==> src/rtl/alu_issue_unit_if.sv <==
// ----------------------------------------------------------------------------
// alu_issue_unit_if
// Groups the instruction handshake and the ALU operand/result bus used by
// alu_issue_unit.
//   instr_valid / instr / instr_ready : 32-bit instruction valid/ready handshake
//   alu_data1 / alu_data2 / alu_select: operands and function select to the ALU
//   alu_result                        : combinational result back from the ALU
// Modports:
//   master : instruction sender plus ALU side (drives instr*, alu_result)
//   slave  : the issue unit (drives instr_ready and the ALU operands/select)
// ----------------------------------------------------------------------------
interface alu_issue_unit_if #(
  parameter int DW = 8
);
  logic          instr_valid;
  logic [31:0]   instr;
  logic          instr_ready;
  logic [DW-1:0] alu_data1;
  logic [DW-1:0] alu_data2;
  logic [2:0]    alu_select;
  logic [DW-1:0] alu_result;

  modport master (
    output instr_valid, instr, alu_result,
    input  instr_ready, alu_data1, alu_data2, alu_select
  );

  modport slave (
    input  instr_valid, instr, alu_result,
    output instr_ready, alu_data1, alu_data2, alu_select
  );
endinterface

==> src/rtl/alu_issue_unit.sv <==
// ----------------------------------------------------------------------------
// alu_issue_unit
// Issue/writeback sequencer in front of an 8-bit combinational ALU. Accepts
// one instruction at a time, reads operands from an internal register file,
// drives the ALU, waits the per-operation latency and writes the result back.
//
// Ports:
//   CLK          : clock, rising edge
//   RESET        : synchronous active-low reset
//   bus          : alu_issue_unit_if.slave (instruction handshake + ALU bus)
//   wb_valid     : one-cycle writeback pulse, with wb_addr / wb_data
//   illegal      : one-cycle pulse for an unsupported opcode
//   dbg_addr     : debug register read address
//   dbg_data     : combinational read of the addressed register
//
// Configuration macro:
//   ALU_ISSUE_SUB_EN : when defined, opcode 0x03 (sub) is supported; when
//                      undefined it decodes as illegal and no negation logic
//                      is built.
// ----------------------------------------------------------------------------
module alu_issue_unit #(
  parameter int NREG = 8,
  parameter int DW   = 8
) (
  input  logic              CLK,
  input  logic              RESET,
  alu_issue_unit_if.slave   bus,
  output logic              wb_valid,
  output logic [2:0]        wb_addr,
  output logic [DW-1:0]     wb_data,
  output logic              illegal,
  input  logic [2:0]        dbg_addr,
  output logic [DW-1:0]     dbg_data
);

  localparam logic [7:0] OP_LOADI = 8'h00;
  localparam logic [7:0] OP_MOV   = 8'h01;
  localparam logic [7:0] OP_ADD   = 8'h02;
  localparam logic [7:0] OP_SUB   = 8'h03;
  localparam logic [7:0] OP_AND   = 8'h04;
  localparam logic [7:0] OP_OR    = 8'h05;

  typedef enum logic [1:0] {
    ST_IDLE  = 2'd0,
    ST_ISSUE = 2'd1,
    ST_WAIT  = 2'd2,
    ST_WB    = 2'd3
  } state_t;

  function automatic logic op_legal(input logic [7:0] op);
    logic ok;
    ok = 1'b0;
    case (op)
      OP_LOADI, OP_MOV, OP_ADD, OP_AND, OP_OR: ok = 1'b1;
`ifdef ALU_ISSUE_SUB_EN
      OP_SUB: ok = 1'b1;
`endif
      default: ok = 1'b0;
    endcase
    return ok;
  endfunction

  function automatic logic [2:0] op_select(input logic [7:0] op);
    logic [2:0] sel;
    sel = 3'b000;
    case (op)
      OP_LOADI, OP_MOV: sel = 3'b000;
      OP_ADD, OP_SUB:   sel = 3'b001;
      OP_AND:           sel = 3'b010;
      OP_OR:            sel = 3'b011;
      default:          sel = 3'b000;
    endcase
    return sel;
  endfunction

`ifdef ALU_ISSUE_SUB_EN
  // Subtraction is done on the ALU adder by feeding it -src2.
  function automatic logic [DW-1:0] negate(input logic [DW-1:0] x);
    return ~x + {{(DW-1){1'b0}}, 1'b1};
  endfunction
`endif

  state_t        state_r;
  state_t        state_nxt_s;
  logic [7:0]    op_r;
  logic [2:0]    dest_r;
  logic [2:0]    src1_r;
  logic [DW-1:0] imm_r;           // imm_r[2:0] doubles as the src2 field
  logic [1:0]    cnt_r;
  logic [DW-1:0] regs_r [NREG];
  logic [DW-1:0] data1_r;
  logic [DW-1:0] data2_r;
  logic [2:0]    sel_r;
  logic          wb_valid_r;
  logic [2:0]    wb_addr_r;
  logic [DW-1:0] wb_data_r;
  logic          illegal_r;

  logic          accept_s;
  logic          issue_s;
  logic          wb_enter_s;
  logic          wb_commit_s;
  logic          legal_s;
  logic [2:0]    sel_s;
  logic [DW-1:0] data2_s;

  // State register.
  always_ff @(posedge CLK) begin
    if (!RESET) begin
      state_r <= ST_IDLE;
    end else begin
      state_r <= state_nxt_s;
    end
  end

  // Next-state and control strobes.
  always_comb begin
    state_nxt_s = state_r;
    accept_s    = 1'b0;
    issue_s     = 1'b0;
    wb_enter_s  = 1'b0;
    wb_commit_s = 1'b0;
    case (state_r)
      ST_IDLE: begin
        if (bus.instr_valid) begin
          accept_s    = 1'b1;
          state_nxt_s = ST_ISSUE;
        end else begin
          state_nxt_s = ST_IDLE;
        end
      end
      ST_ISSUE: begin
        if (legal_s) begin
          issue_s     = 1'b1;
          state_nxt_s = ST_WAIT;
        end else begin
          state_nxt_s = ST_IDLE;
        end
      end
      ST_WAIT: begin
        if (cnt_r <= 2'd1) begin
          wb_enter_s  = 1'b1;
          state_nxt_s = ST_WB;
        end else begin
          state_nxt_s = ST_WAIT;
        end
      end
      ST_WB: begin
        wb_commit_s = 1'b1;
        state_nxt_s = ST_IDLE;
      end
      default: state_nxt_s = ST_IDLE;
    endcase
  end

  // Decode of the latched instruction and operand-2 selection.
  always_comb begin
    legal_s = op_legal(op_r);
    sel_s   = op_select(op_r);
    data2_s = regs_r[imm_r[2:0]];
    case (op_r)
      OP_LOADI: data2_s = imm_r;
`ifdef ALU_ISSUE_SUB_EN
      OP_SUB:   data2_s = negate(regs_r[imm_r[2:0]]);
`endif
      default:  data2_s = regs_r[imm_r[2:0]];
    endcase
  end

  // Datapath: instruction latch, ALU drive, latency counter, writeback, regfile.
  always_ff @(posedge CLK) begin
    if (!RESET) begin
      op_r       <= 8'h00;
      dest_r     <= 3'd0;
      src1_r     <= 3'd0;
      imm_r      <= {DW{1'b0}};
      cnt_r      <= 2'd0;
      data1_r    <= {DW{1'b0}};
      data2_r    <= {DW{1'b0}};
      sel_r      <= 3'b000;
      wb_valid_r <= 1'b0;
      wb_addr_r  <= 3'd0;
      wb_data_r  <= {DW{1'b0}};
      illegal_r  <= 1'b0;
      for (int i = 0; i < NREG; i++) begin
        regs_r[i] <= {DW{1'b0}};
      end
    end else begin
      if (accept_s) begin
        op_r   <= bus.instr[31:24];
        dest_r <= bus.instr[18:16];
        src1_r <= bus.instr[10:8];
        imm_r  <= bus.instr[DW-1:0];
      end
      // Decoding at acceptance makes the pulse coincide with the ISSUE cycle.
      illegal_r <= accept_s & ~op_legal(bus.instr[31:24]);
      if (issue_s) begin
        data1_r <= regs_r[src1_r];
        data2_r <= data2_s;
        sel_r   <= sel_s;
        cnt_r   <= (sel_s == 3'b001) ? 2'd2 : 2'd1;
      end else if (state_r == ST_WAIT) begin
        cnt_r <= cnt_r - 2'd1;
      end
      wb_valid_r <= wb_enter_s;
      if (wb_enter_s) begin
        wb_addr_r <= dest_r;
        wb_data_r <= bus.alu_result;
      end
      // Commit at the end of WB so the value appears on dbg_data one cycle later.
      if (wb_commit_s) begin
        regs_r[wb_addr_r] <= wb_data_r;
      end
    end
  end

  assign bus.instr_ready = (state_r == ST_IDLE);
  assign bus.alu_data1   = data1_r;
  assign bus.alu_data2   = data2_r;
  assign bus.alu_select  = sel_r;
  assign wb_valid        = wb_valid_r;
  assign wb_addr         = wb_addr_r;
  assign wb_data         = wb_data_r;
  assign illegal         = illegal_r;
  assign dbg_data        = regs_r[dbg_addr];

endmodule

==> src/flat_wrapper.sv <==
// flat-port wrapper written by rule: the top's interface ports become plain ports
module alu_issue_unit_flat 
#(
  parameter int NREG = 8,
  parameter int DW   = 8
)
  (CLK, RESET, wb_valid, wb_addr, wb_data, illegal, dbg_addr, dbg_data, bus_instr_valid, bus_instr, bus_alu_result, bus_instr_ready, bus_alu_data1, bus_alu_data2, bus_alu_select);
  alu_issue_unit_if #(.DW(DW)) bus_i ();
  input  logic CLK;
  input  logic RESET;
  output logic wb_valid;
  output logic [2:0] wb_addr;
  output logic [DW-1:0] wb_data;
  output logic illegal;
  input  logic [2:0] dbg_addr;
  output logic [DW-1:0] dbg_data;
  input wire logic [$bits(bus_i.instr_valid)-1:0] bus_instr_valid;
  input wire logic [$bits(bus_i.instr)-1:0] bus_instr;
  input wire logic [$bits(bus_i.alu_result)-1:0] bus_alu_result;
  output wire logic [$bits(bus_i.instr_ready)-1:0] bus_instr_ready;
  output wire logic [$bits(bus_i.alu_data1)-1:0] bus_alu_data1;
  output wire logic [$bits(bus_i.alu_data2)-1:0] bus_alu_data2;
  output wire logic [$bits(bus_i.alu_select)-1:0] bus_alu_select;
  assign bus_i.instr_valid = bus_instr_valid;
  assign bus_i.instr = bus_instr;
  assign bus_i.alu_result = bus_alu_result;
  assign bus_instr_ready = bus_i.instr_ready;
  assign bus_alu_data1 = bus_i.alu_data1;
  assign bus_alu_data2 = bus_i.alu_data2;
  assign bus_alu_select = bus_i.alu_select;
  alu_issue_unit #(.NREG(NREG), .DW(DW)) u_core (.CLK(CLK), .RESET(RESET), .bus(bus_i), .wb_valid(wb_valid), .wb_addr(wb_addr), .wb_data(wb_data), .illegal(illegal), .dbg_addr(dbg_addr), .dbg_data(dbg_data));
endmodule
==> config.mk <==
export PLATFORM = sky130hd
export DESIGN_NAME = alu_issue_unit_flat
export DESIGN_NICKNAME = d
export VERILOG_FILES = /design/src/rtl/alu_issue_unit_if.sv /design/src/rtl/alu_issue_unit.sv /design/src/flat_wrapper.sv
export SDC_FILE = /design/constraint.sdc
export NUM_CORES = 1
export LEC_CHECK = 0
export ABC_CLOCK_PERIOD_IN_PS = 4100
export CORE_ASPECT_RATIO = 1.1
export CORE_MARGIN = 2
export CORE_UTILIZATION = 35
export DETAILED_ROUTE_END_ITERATION = 7
export HOLD_SLACK_MARGIN = 0.1
export PLACE_DENSITY = 0.59
export SKIP_LAST_GASP = 1
export SLEW_MARGIN = 10
export SYNTH_ARGS = -nofsm -noshare
export SYNTH_HDL_FRONTEND = slang
export SYNTH_SLANG_ARGS = --single-unit
export TNS_END_PERCENT = 5
==> constraint.sdc <==
create_clock -name CLK -period 4.1 [get_ports CLK]
set_input_delay 0.82 -clock CLK [delete_from_list [all_inputs] [get_ports CLK]]
set_output_delay 0.82 -clock CLK [all_outputs]
set_load 0.05 [all_outputs]
## After elaboration in Yosys (flattened, before gate mapping)

Memory sizes are Yosys's and may differ from the RTL's. A register that Yosys moved wholly into a read port is not among the register bits.
Cells that the tools add are included.

- Magnitude comparators: 1
- Muxes and demuxes: 28
- Add/subtract/negate cells: 1
- Reductions and logical operators: 9
- Equal/unequal tests: 13
- Bitwise logic cells: 2

Operators with widths:

| cell | count |
|---|---|
| 8-bit by 3-bit equality test with 1-bit output (second input constant) | 4 |
| 8-bit by 2-bit equality test with 1-bit output (second input constant) | 3 |
| 1-bit 2-to-1 mux | 17 |
| 8-bit by 1-bit equality test with 1-bit output (second input constant) | 2 |
| 8-bit logical NOT | 2 |
| 8-bit 2-to-1 mux | 2 |
| 5-bit OR reduction | 2 |
| 3-bit 2-to-1 mux | 3 |
| 2-bit 2-to-1 mux | 4 |
| 2-bit case mux with 4 select lines | 1 |
| 8-bit OR reduction | 1 |
| 2-bit case mux with 3 select lines | 1 |
| 2-bit by 1-bit equality test with 1-bit output (second input constant) | 2 |
| 2-bit equality test (second input constant) | 2 |
| 2-bit by 1-bit <= comparator with 1-bit output (second input constant) | 1 |
| 2-bit logical NOT | 1 |
| 2-bit nonzero test | 1 |
| 2-bit OR reduction | 1 |
| 2-bit by 1-bit subtractor with 2-bit output (second input constant) | 1 |
| 1-bit bitwise AND | 1 |
| 1-bit logical NOT | 1 |
| 1-bit inverter | 1 |

- Memories kept: 1
- Logic and storage cells: 67
- Bits in registers: 50
- Input port bits: 46
- Bits in writable memories: 64

Memory list:

| memory | words | width | rd ports | clocked after Yosys merged registers in | write ports | line | text |
|---|---|---|---|---|---|---|---|
| u_core.regs_r | 8 | 8 | 3 | 2 | 8 | alu_issue_unit.sv:90 | `logic [DW-1:0] regs_r [NREG];` |

## Longest topological paths before layout

Gate-level depths: netlist of the first run.

- Depth after elaboration: 7
- Gate-level depth with buffers: 7

## Least setup slack after synthesis of the first run

OpenSTA, ideal clock, no wires.

- Kind: input-to-output
- From: input dbg_addr[0]
- To: output dbg_data[0]
- Path slack: 0.833 ns
- Stages on the path: 4
- Data required time: 3.280 ns
- Data arrival time: 2.447 ns
- Cells stage by stage: clkbuf_1 -> buf_2 -> mux4_2 -> mux2_2

- Word-level cells in the longest chain between the ends: 1

RTL lines:

| item | line | text |
|---|---|---|
| start, declared | flat_wrapper.sv:15 | `input logic [2:0] dbg_addr;` |
| memory read 8 x 8 bit | -- |  |
| end, declared | flat_wrapper.sv:16 | `output logic [DW-1:0] dbg_data;` |

No other way between the ends.

## Worst setup path in the final report of the first run

- From: input dbg_addr[0]
- To: output dbg_data[4]

Same word-level chain as after synthesis.

==> results of run 1 <==
## per-layer routing
metal  global-route usage  routed length, um  share of wire
met5                    0                  0              0
met4               0.0611                206          0.015
met3               0.0348                567          0.040
met2                0.271               7130           0.50
met1                0.205               6290           0.44
## cell families (layout without fill, tap and decap cells)
logic type,after synthesis,after routing,share of synthesized area
xor+xnor,1,1,0.00143
other cells,1,1,0.000612
buf+inv,38,122,0.0259
fa+ha+maj,1,1,0.00204
compound gates,67,67,0.0727
simple gates,173,173,0.155
flops,124,124,0.510
mux,81,81,0.232
## where the power goes
group | leakage (uW) | internal, uW | switching [uW]
logic | 0.00123 | 215 | 255
clock network | 0.000285 | 895 | 541
registers | 0.00115 | 1370 | 81.6
total | 0.00266 | 2480 | 878
## sequential cells by signal, summed over array words and instances (netlist names), named ones only
| name | flops |
|---|---|
| u_core.regs_r | 64 |
| u_core.bus.alu_data1 | 8 |
| u_core.bus.alu_data2 | 8 |
| u_core.imm_r | 8 |
| u_core.op_r | 8 |
| u_core.wb_data | 8 |
| u_core.dest_r | 3 |
| u_core.src1_r | 3 |
| u_core.wb_addr | 3 |
| u_core.bus.alu_select | 2 |
| u_core.cnt_r | 2 |
| u_core.illegal | 1 |
| u_core.state_r | 1 |
| u_core.wb_valid | 1 |
## final timing paths
path                                from                                    to  slack [ns]  cells past startpoint
min reg2reg  u_core.op_r[6]$_SDFFE_PN0P_           u_core.op_r[6]$_SDFFE_PN0P_        0.46                      2
min          u_core.op_r[6]$_SDFFE_PN0P_           u_core.op_r[6]$_SDFFE_PN0P_        0.46                      2
max                          dbg_addr[0]                           dbg_data[4]        0.64                      5
max reg2reg  u_core.op_r[3]$_SDFFE_PN0P_  u_core.bus.alu_data1[0]$_SDFFE_PN0P_        1.69                      5
## cell type report
type                    instances  area (sq um)
clock inverters                11          88.8
well taps                     234           293
multi-input cells             324          2840
inverters                       2          7.51
fillers                      1572          9420
clock buffers                  21           482
repair buffers                 88           823
flip-flops and latches        124          3120
## worst max-delay path: cells and delay by family
kind	cells	cell delay, ns
mux	2	0.85
buf+inv	3	0.95
## stage by stage
step	hold slack (ns)	setup slack (ns)
finish	0.460	0.644
global route	0.482	0.579
CTS	0.463	0.636
detailed placement	0.455	0.656
global placement	0.450	0.653
floorplan	0.438	0.833
## Yosys cell counts
cell type	instances
a211oi_1	1
a21boi_0	22
a21oi_1	9
a31oi_1	4
and2_1	66
buf_1	4
buf_2	10
buf_4	1
clkbuf_1	21
conb_1	1
dfxtp_1	60
edfxtp_1	64
ha_1	1
inv_1	2
mux2_2	8
mux2i_1	25
mux4_2	48
nand2_1	58
nand2b_1	8
nand3b_2	1
nand4_1	9
nand4b_1	1
nor2_1	10
nor2b_1	12
nor3_1	4
nor4_1	1
nor4b_4	2
o211a_1	1
o21a_1	3
o21ai_0	18
o221ai_1	8
o311a_1	1
or4_1	1
xor2_1	1
==> results_dict.tcl, run 1 <==
set metrics [dict create \
    status "finished, final reports clean" \
    fp.dieH_um 143 \
    cts_root_buffer "clkbuf_16" \
    tightest_slew_ns 1.09 \
    synth.area.top_cells "edfxtp_1 31%, dfxtp_1 20%, mux4_2 18%, and2_1 6.7%, mux2i_1 4.1%" \
    synth.avg_cell_area_sq_um 12.6 \
    crit_required_ns 3.28 \
    drc 0 \
    fin_skew_ns 0.0150 \
    cpPeakStageDelay_ns 0.54 \
    finalSetupViolations 0 \
    drt_iter0_drc 167 \
    ios 87 \
    synth_warnings 0 \
    powerDensity_mw_per_mm2 438 \
    vias_per_cell 5.04 \
    grt_usage 0.162 \
    worstPathCellList "clkdlybuf4s50_1 -> buf_4 -> mux4_2 -> mux2_2 -> buf_4" \
    synth_top_cell_by_area "edfxtp_1" \
    syn2layout_area_growth_pct 25.1 \
    antenna_found_initial 0 \
    p_total_uw 3360 \
    insertion_delay_ns 0.43 \
    final_cell_mix "66 x and2_1, 66 x clkdlybuf4s50_1, 64 x edfxtp_1, 60 x dfxtp_1, 58 x nand2_1" \
    post-cts-setup-buffer-count 0 \
    cts_made_buffers 17 \
    clkSlewWorstSetupHoldPaths_ns 0.06 \
    vias 4056 \
    crit_arrival_ns 2.64 \
    cts_resized 0 \
    syn_inst 486 \
    avgRoutedWirePerCell_um 17.7 \
    grt_pass1_wl_mm 22.3 \
    drv_slew 0 \
    die_area_sq_mm 0.0186 \
    synth_seq_cells 124 \
    yosys.area.top_type_share 0.314 \
    rows 50 \
    cp_slowest_cell "mux4_2" \
    final_cells 804 \
    clockBufferDepth 2 \
    cts_tree "built" \
    rsz0062_at_grt "false" \
    fmax_mhz 289 \
    path_class "in -> out" \
    cpMostUsedCell "buf_4" \
    max-cap-violations 0 \
    fp.dieW_um 130 \
    fin_util 0.448 \
    grt-ovfl-total 0 \
    grt_max_degree 39 \
    startpoint_type "primary input" \
    port_buffers 75 \
    h-tree-depth 4 \
    synth_nets 533 \
    antenna_cells 0 \
    ant_nets 0 \
    hpwl_mm 10.6 \
    netlist_area_sq_mm 0.00612 \
    p_leak_uw 0.00266 \
    fin_area_sq_mm 0.00766 \
    worst_setup_path_end_kind "primary output" \
    drt_pass1_iterations 4 \
    slew_headroom 0.272 \
    synth.distinct_cells 34 \
    synth-seq-area-share 0.510 \
    gp_congestion 0.768 \
    grt_pass1_vias 4029 \
    dpl_cell_area_sq_mm 0.00709 \
    finalHoldViolCount 0 \
    holdBufCountCts 0 \
    initial_core_util 0.359 \
    setup_tns_ns 0 \
    crit_fanout 16 \
    fp.coreArea_sq_mm 0.0171 \
    nets 604 \
    layout-drive-gt1-share 0.196 \
    routed_wl_mm 14.2 \
    post-place-cells 772 \
    hp-class "reg -> reg" \
    vdd_drop_max_uv 307 \
    layout_min_cycle_time_ns 3.46 \
    clock_sinks 124 \
    fin_crit_sh 0.843 \
]
No activity file was read; power rests on OpenSTA's default activity.
==> run 2: changes to the inputs <==
- ABC_CLOCK_PERIOD_IN_PS: 4100 -> 3000
- PLACE_DENSITY: 0.59 -> 0.61
- clock period: 4.1 -> 3 ns (I/O delays scaled with it)
==> run 2 against run 1 <==
Setup slack lost 0.58 ns; clock skew down 0.0074 ns; sequential share of layout area about the same; flip-flop and latch count did not move; global-route usage rose by 0.23 points; cell count rose by 0.25%; combinational power rose by 43%; critical path type unchanged; critical endpoint is now dbg_data[1]; highest routed layer unchanged.
==> results_dict.tcl, run 2 (same netlist as run 1, synthesis figures left out) <==
set metrics [dict create \
    port_buffers 75 \
    switching_power_uw 1170 \
    largest_reg_flops 64 \
    path_delay_family "buffers and inverters" \
    r2r-start "u_core.op_r[3]$_SDFFE_PN0P_" \
    clockBufferDepth 2 \
    vdd_drop_max_uv 402 \
    die_area_sq_mm 0.0186 \
    hp-class "reg -> reg" \
    antenna_cells 0 \
    regToRegSetupSlack_ns 0.74 \
    rsz0062_at_grt "false" \
    startpoint_type "primary input" \
    layout-drive-gt1-share 0.192 \
    h-tree-depth 4 \
    fp.dieH_um 143 \
    drv_slew 0 \
    hold_ws_ns 0.471 \
    rows 50 \
    ios 87 \
    cts_root_buffer "clkbuf_16" \
    crit_fanout 16 \
    grt_usage 0.164 \
    combPwrFrac 0.150 \
    crit_start "dbg_addr[0]" \
    vias 4057 \
    holdPathStages 2 \
    post-place-cells 774 \
    setup_tns_ns 0 \
    nets 606 \
    syn2layout_area_growth_pct 25.1 \
    path_depth 5 \
    pre_cts_ws_ns 0.0601 \
    drt_iter0_drc 239 \
    grt_pass1_vias 4152 \
    finalSetupViolations 0 \
    setup_ws_ns 0.0665 \
    cpPeakStageDelay_ns 0.52 \
    drt_pass1_iterations 4 \
    final_cells 806 \
    grt_pass1_wl_mm 22.8 \
    initial_core_util 0.359 \
    fmax_mhz 341 \
    p_leak_uw 0.00266 \
    insertion_delay_ns 0.41 \
    pwr-share-seq 0.438 \
    crit_required_ns 2.40 \
    fp.coreArea_sq_mm 0.0171 \
    cts_made_buffers 17 \
    cts_tree "built" \
    tightest_slew_ns 0.827 \
    clkPwrFrac 0.413 \
    largest-register "u_core.regs_r" \
    grt_max_degree 75 \
    routed_wl_mm 14.2 \
    drc 0 \
    worst_setup_path_end_kind "primary output" \
    fp.dieW_um 130 \
    max-cap-violations 0 \
    powerDensity_mw_per_mm2 585 \
    hp-start "u_core.op_r[4]$_SDFFE_PN0P_" \
    grt-ovfl-total 0 \
    holdBufCountCts 0 \
    fin_crit_sh 0.978 \
    dpl_cell_area_sq_mm 0.00713 \
    post-cts-setup-buffer-count 0 \
    path_class "in -> out" \
    cp_slowest_cell "mux4_2" \
    final_cell_mix "66 x and2_1, 66 x clkdlybuf4s50_1, 64 x edfxtp_1, 60 x dfxtp_1, 58 x nand2_1" \
    finalHoldViolCount 0 \
    cts_resized 0 \
    clkSlewWorstSetupHoldPaths_ns 0.05 \
    avgRoutedWirePerCell_um 17.6 \
    worstPathCellList "clkdlybuf4s50_1 -> buf_12 -> mux4_2 -> mux2_2 -> buf_4" \
    clock_sinks 124 \
    swShare 0.262 \
    status "finished, final reports clean" \
    crit_arrival_ns 2.33 \
    r2r_cells 5 \
    cellInternalPower_uw 3310 \
    fin_area_sq_mm 0.00766 \
    hpwl_mm 10.5 \
    antenna_found_initial 0 \
    ant_nets 0 \
    gp_congestion 0.802 \
    critPathBufInv 3 \
    layout_min_cycle_time_ns 2.93 \
    fin_skew_ns 0.00758 \
    slew_headroom 0.448 \
    vias_per_cell 5.03 \
]
run 2: cell count changes in the layout (fill, tap and decap cells not counted), sizes merged:
cell,change
clkbuf,+4
inv,-2
buf,+2
clkinvlp,-1
bufinv,-1
run 2: routing by layer:
layer	vias up	track usage	wire, um
li1	1958	-	-
met5	-	0	0
met1	1977	0.205	6330
met4	0	0.0707	258
met2	100	0.274	7110
met3	22	0.0360	502
run 2: worst reg2reg max path: stages (launching register included):
cell     delay [ns]
dfxtp_1        0.31
or4_1          0.67
nor4b_4        0.52
buf_4          0.38
o21ai_0        0.13
a31oi_1        0.17
run 2: final timing paths:
path	endpoint
max	dbg_data[1]
min	u_core.op_r[4]$_SDFFE_PN0P_
max reg2reg	u_core.bus.alu_data1[1]$_SDFFE_PN0P_
min reg2reg	u_core.op_r[4]$_SDFFE_PN0P_
run 2: final cells by class:
class / instances / area, sq um
clock buffers: 25 / 497
clock inverters: 7 / 38.8
fillers: 1552 / 9410
inverters: 2 / 7.51
multi-input cells: 324 / 2840
flip-flops and latches: 124 / 3120
well taps: 234 / 293
repair buffers: 90 / 863
run 2: power groups by stage:
stage,clock network (uW),logic [uW],registers [uW]
after global placement,0,669,1990
after CTS,1890,679,1960
after global routing,1960,719,1980
final,1850,671,1960
after detailed placement,0,677,2000
after floorplan,0,407,2040
run 2: per-stage QoR:
stage	utilization	total power [uW]
6_report	0.449	4490
5_1_grt	0.449	4660
3_3_place_gp	0.417	2660
4_1_cts	0.449	4530
2_1_floorplan	-	2440
3_5_place_dp	0.417	2680
==> run 3: changes to the inputs <==
- ABC_AREA: unset -> 1
- CORE_ASPECT_RATIO: 1.1 -> unset
- CORE_MARGIN: 2 -> unset
==> run 3 against run 2 <==
Highest routed layer unchanged; clock power is 12% higher; utilization is 0.36 points higher; die area is 0.81% lower; combinational power is 42% higher; largest power group is now the clock network; flip-flop and latch count stayed put; maximum frequency is 0.26% higher; non-clock buffer count is 6 higher.
==> results_dict.tcl, run 3 <==
set metrics [dict create \
    status "finished, final reports clean" \
    clock_sinks 124 \
    grt-ovfl-total 0 \
    grt_usage 0.211 \
    fp.dieW_um 136 \
    synth.distinct_cells 33 \
    hp-class "reg -> reg" \
    slew_headroom 0.491 \
    fin_crit_sh 0.975 \
    clkPwrFrac 0.415 \
    antenna_found_initial 0 \
    gp_congestion 0.914 \
    yosys.area.top_type_share 0.307 \
    grt_pass1_wl_mm 28.7 \
    netlist_area_sq_mm 0.00626 \
    largest_reg_flops 64 \
    vdd_drop_max_uv 431 \
    p_leak_uw 0.00298 \
    final_common_cell "nor2_1" \
    die_area_sq_mm 0.0184 \
    setup_ws_ns 0.0740 \
    grtUsageMet3 0.0426 \
    drt_iter0_drc 595 \
    finalSetupViolations 0 \
    crit_arrival_ns 2.33 \
    fin_util 0.452 \
    grt_max_degree 61 \
    p_total_uw 4990 \
    initial_core_util 0.361 \
    hold_ws_ns 0.458 \
    layout_min_cycle_time_ns 2.93 \
    avgRoutedWirePerCell_um 17.0 \
    crit_fanout 29 \
    path_delay_family "buffers and inverters" \
    switching_power_uw 1540 \
    grt_busiest_layer "met2" \
    synth_warnings 0 \
    combPwrFrac 0.192 \
    port_buffers 75 \
    drt_pass1_iterations 5 \
    setup_tns_ns 0 \
    synth.avg_cell_area_sq_um 7.86 \
    final_cell_mix "144 x nor2_1, 126 x nand2_1, 81 x o21ai_0, 66 x clkdlybuf4s50_1, 64 x edfxtp_1" \
    synth_nets 843 \
    clkSlewWorstSetupHoldPaths_ns 0.06 \
    synth.most_common_cell "nor2_1" \
    crit_required_ns 2.40 \
    fp.dieH_um 136 \
    clockBufferDepth 2 \
    antenna_cells 0 \
    pwr-share-seq 0.394 \
    ant_nets 0 \
    max-cap-violations 0 \
    holdBufCountCts 0 \
    cp_slowest_cell "clkdlybuf4s50_1" \
    drc 0 \
    cpPeakStageDelay_ns 0.46 \
    finalHoldViolCount 0 \
    met2_usage 0.312 \
    ys_async_sr_fraction 0 \
    synth_top_cell_by_area "edfxtp_1" \
    ios 87 \
    largest-register "u_core.regs_r" \
    insertion_delay_ns 0.43 \
    worst_setup_path_end_kind "primary output" \
    cellInternalPower_uw 3450 \
    synth-seq-area-share 0.499 \
    nets 911 \
    fin_skew_ns 0.00972 \
    h-tree-depth 4 \
    syn_inst 796 \
    cts_made_buffers 17 \
    hpwl_mm 12.9 \
    use_met1 0.291 \
    synth_edf_count 64 \
    vias_per_cell 5.28 \
    syn2layout_area_growth_pct 25.4 \
    startpoint_type "primary input" \
    routed_wl_mm 18.7 \
    synth.area.top_cells "edfxtp_1 31%, dfxtp_1 19%, nor2_1 8.6%, nand2_1 7.6%, o21ai_0 6.6%" \
    rows 48 \
    drv_slew 0 \
    fmax_mhz 342 \
    critPathBufInv 5 \
    synth_ff_type "edfxtp_1" \
    powerDensity_mw_per_mm2 636 \
    cts_tree "built" \
    worstPathCellList "clkdlybuf4s50_1 -> buf_12 -> buf_4 -> a21oi_1 -> o21ai_0 -> a31oi_1 -> buf_4 -> buf_12" \
    pre_cts_ws_ns 0.0811 \
    rsz0062_at_grt "false" \
    vias 5822 \
    path_class "in -> out" \
    swShare 0.309 \
    grt_pass1_vias 5127 \
    layout-drive-gt1-share 0.0981 \
    tightest_slew_ns 0.763 \
    cts_root_buffer "clkbuf_16" \
    synth_seq_cells 124 \
    fp.coreArea_sq_mm 0.0174 \
    synthTopCellsByCount "144 x nor2_1, 126 x nand2_1, 82 x o21ai_0" \
]
==> run 3: cells by family (layout without fill, tap and decap cells) <==
kind of cell | count (synthesis) | in the layout | synth area share
simple gates | 342 | 342 | 0.226
compound gates | 211 | 211 | 0.191
buf+inv | 117 | 198 | 0.0817
other cells | 1 | 1 | 0.000599
flops | 124 | 124 | 0.499
fa+ha+maj | 1 | 1 | 0.00200
==> run 3: worst paths after layout <==
path	cells after the start	startpoint	slack [ns]	endpoint
setup / recovery	8	dbg_addr[0]	0.07	dbg_data[5]
hold / removal	2	u_core.imm_r[5]$_SDFFE_PN0P_	0.46	u_core.imm_r[5]$_SDFFE_PN0P_
setup reg to reg	5	flip-flop	0.97	u_core.bus.alu_data2[4]$_SDFFE_PN0P_
hold reg to reg	2	u_core.imm_r[5]$_SDFFE_PN0P_	0.46	u_core.imm_r[5]$_SDFFE_PN0P_
==> run 3: power by group through the flow <==
| stage | logic [uW] | clock network (uW) | registers (uW) |
|---|---|---|---|
| after floorplan | 544 | 0 | 2060 |
| after global placement | 940 | 0 | 2000 |
| after detailed placement | 947 | 0 | 2000 |
| after CTS | 951 | 2100 | 1960 |
| after global routing | 1040 | 2160 | 1980 |
| final | 956 | 2070 | 1970 |
==> run 3: through the flow <==
stage | cells | instance area [sq um]
after floorplan | 796 | 6260
after global placement | 1070 | 7250
after detailed placement | 1070 | 7250
after CTS | 1102 | 7850
after global routing | 1102 | 7850
final | 1102 | 7850
==> run 3: worst min-delay path: stages, from the launching register on <==
cell and delay (ns):
dfxtp_1 0.30, inv_1 0.06, a21oi_1 0.05
==> run 3: layer usage <==
| metal | part of all wire | up-vias |
|---|---|---|
| met4 | 0.031 | 0 |
| met5 | 0 | - |
| met1 | 0.45 | 2685 |
| li1 | - | 2826 |
| met3 | 0.081 | 41 |
| met2 | 0.44 | 270 |
==> run 3: final cells by class <==
| type | count | area, sq um |
|---|---|---|
| clock buffer | 19 | 475 |
| clock inverter | 13 | 125 |
| fill | 1746 | 9510 |
| inverter | 70 | 263 |
| multi-input combinational | 555 | 2630 |
| sequential | 124 | 3120 |
| tap | 225 | 282 |
| timing repair buffer | 96 | 958 |
==> run 3: timing repair <==
item,4_1_cts,5_1_grt
setup endpoints to repair,0,1
resized for setup,0,1
setup buffers,0,0
endpoints found under the hold margin,0,0
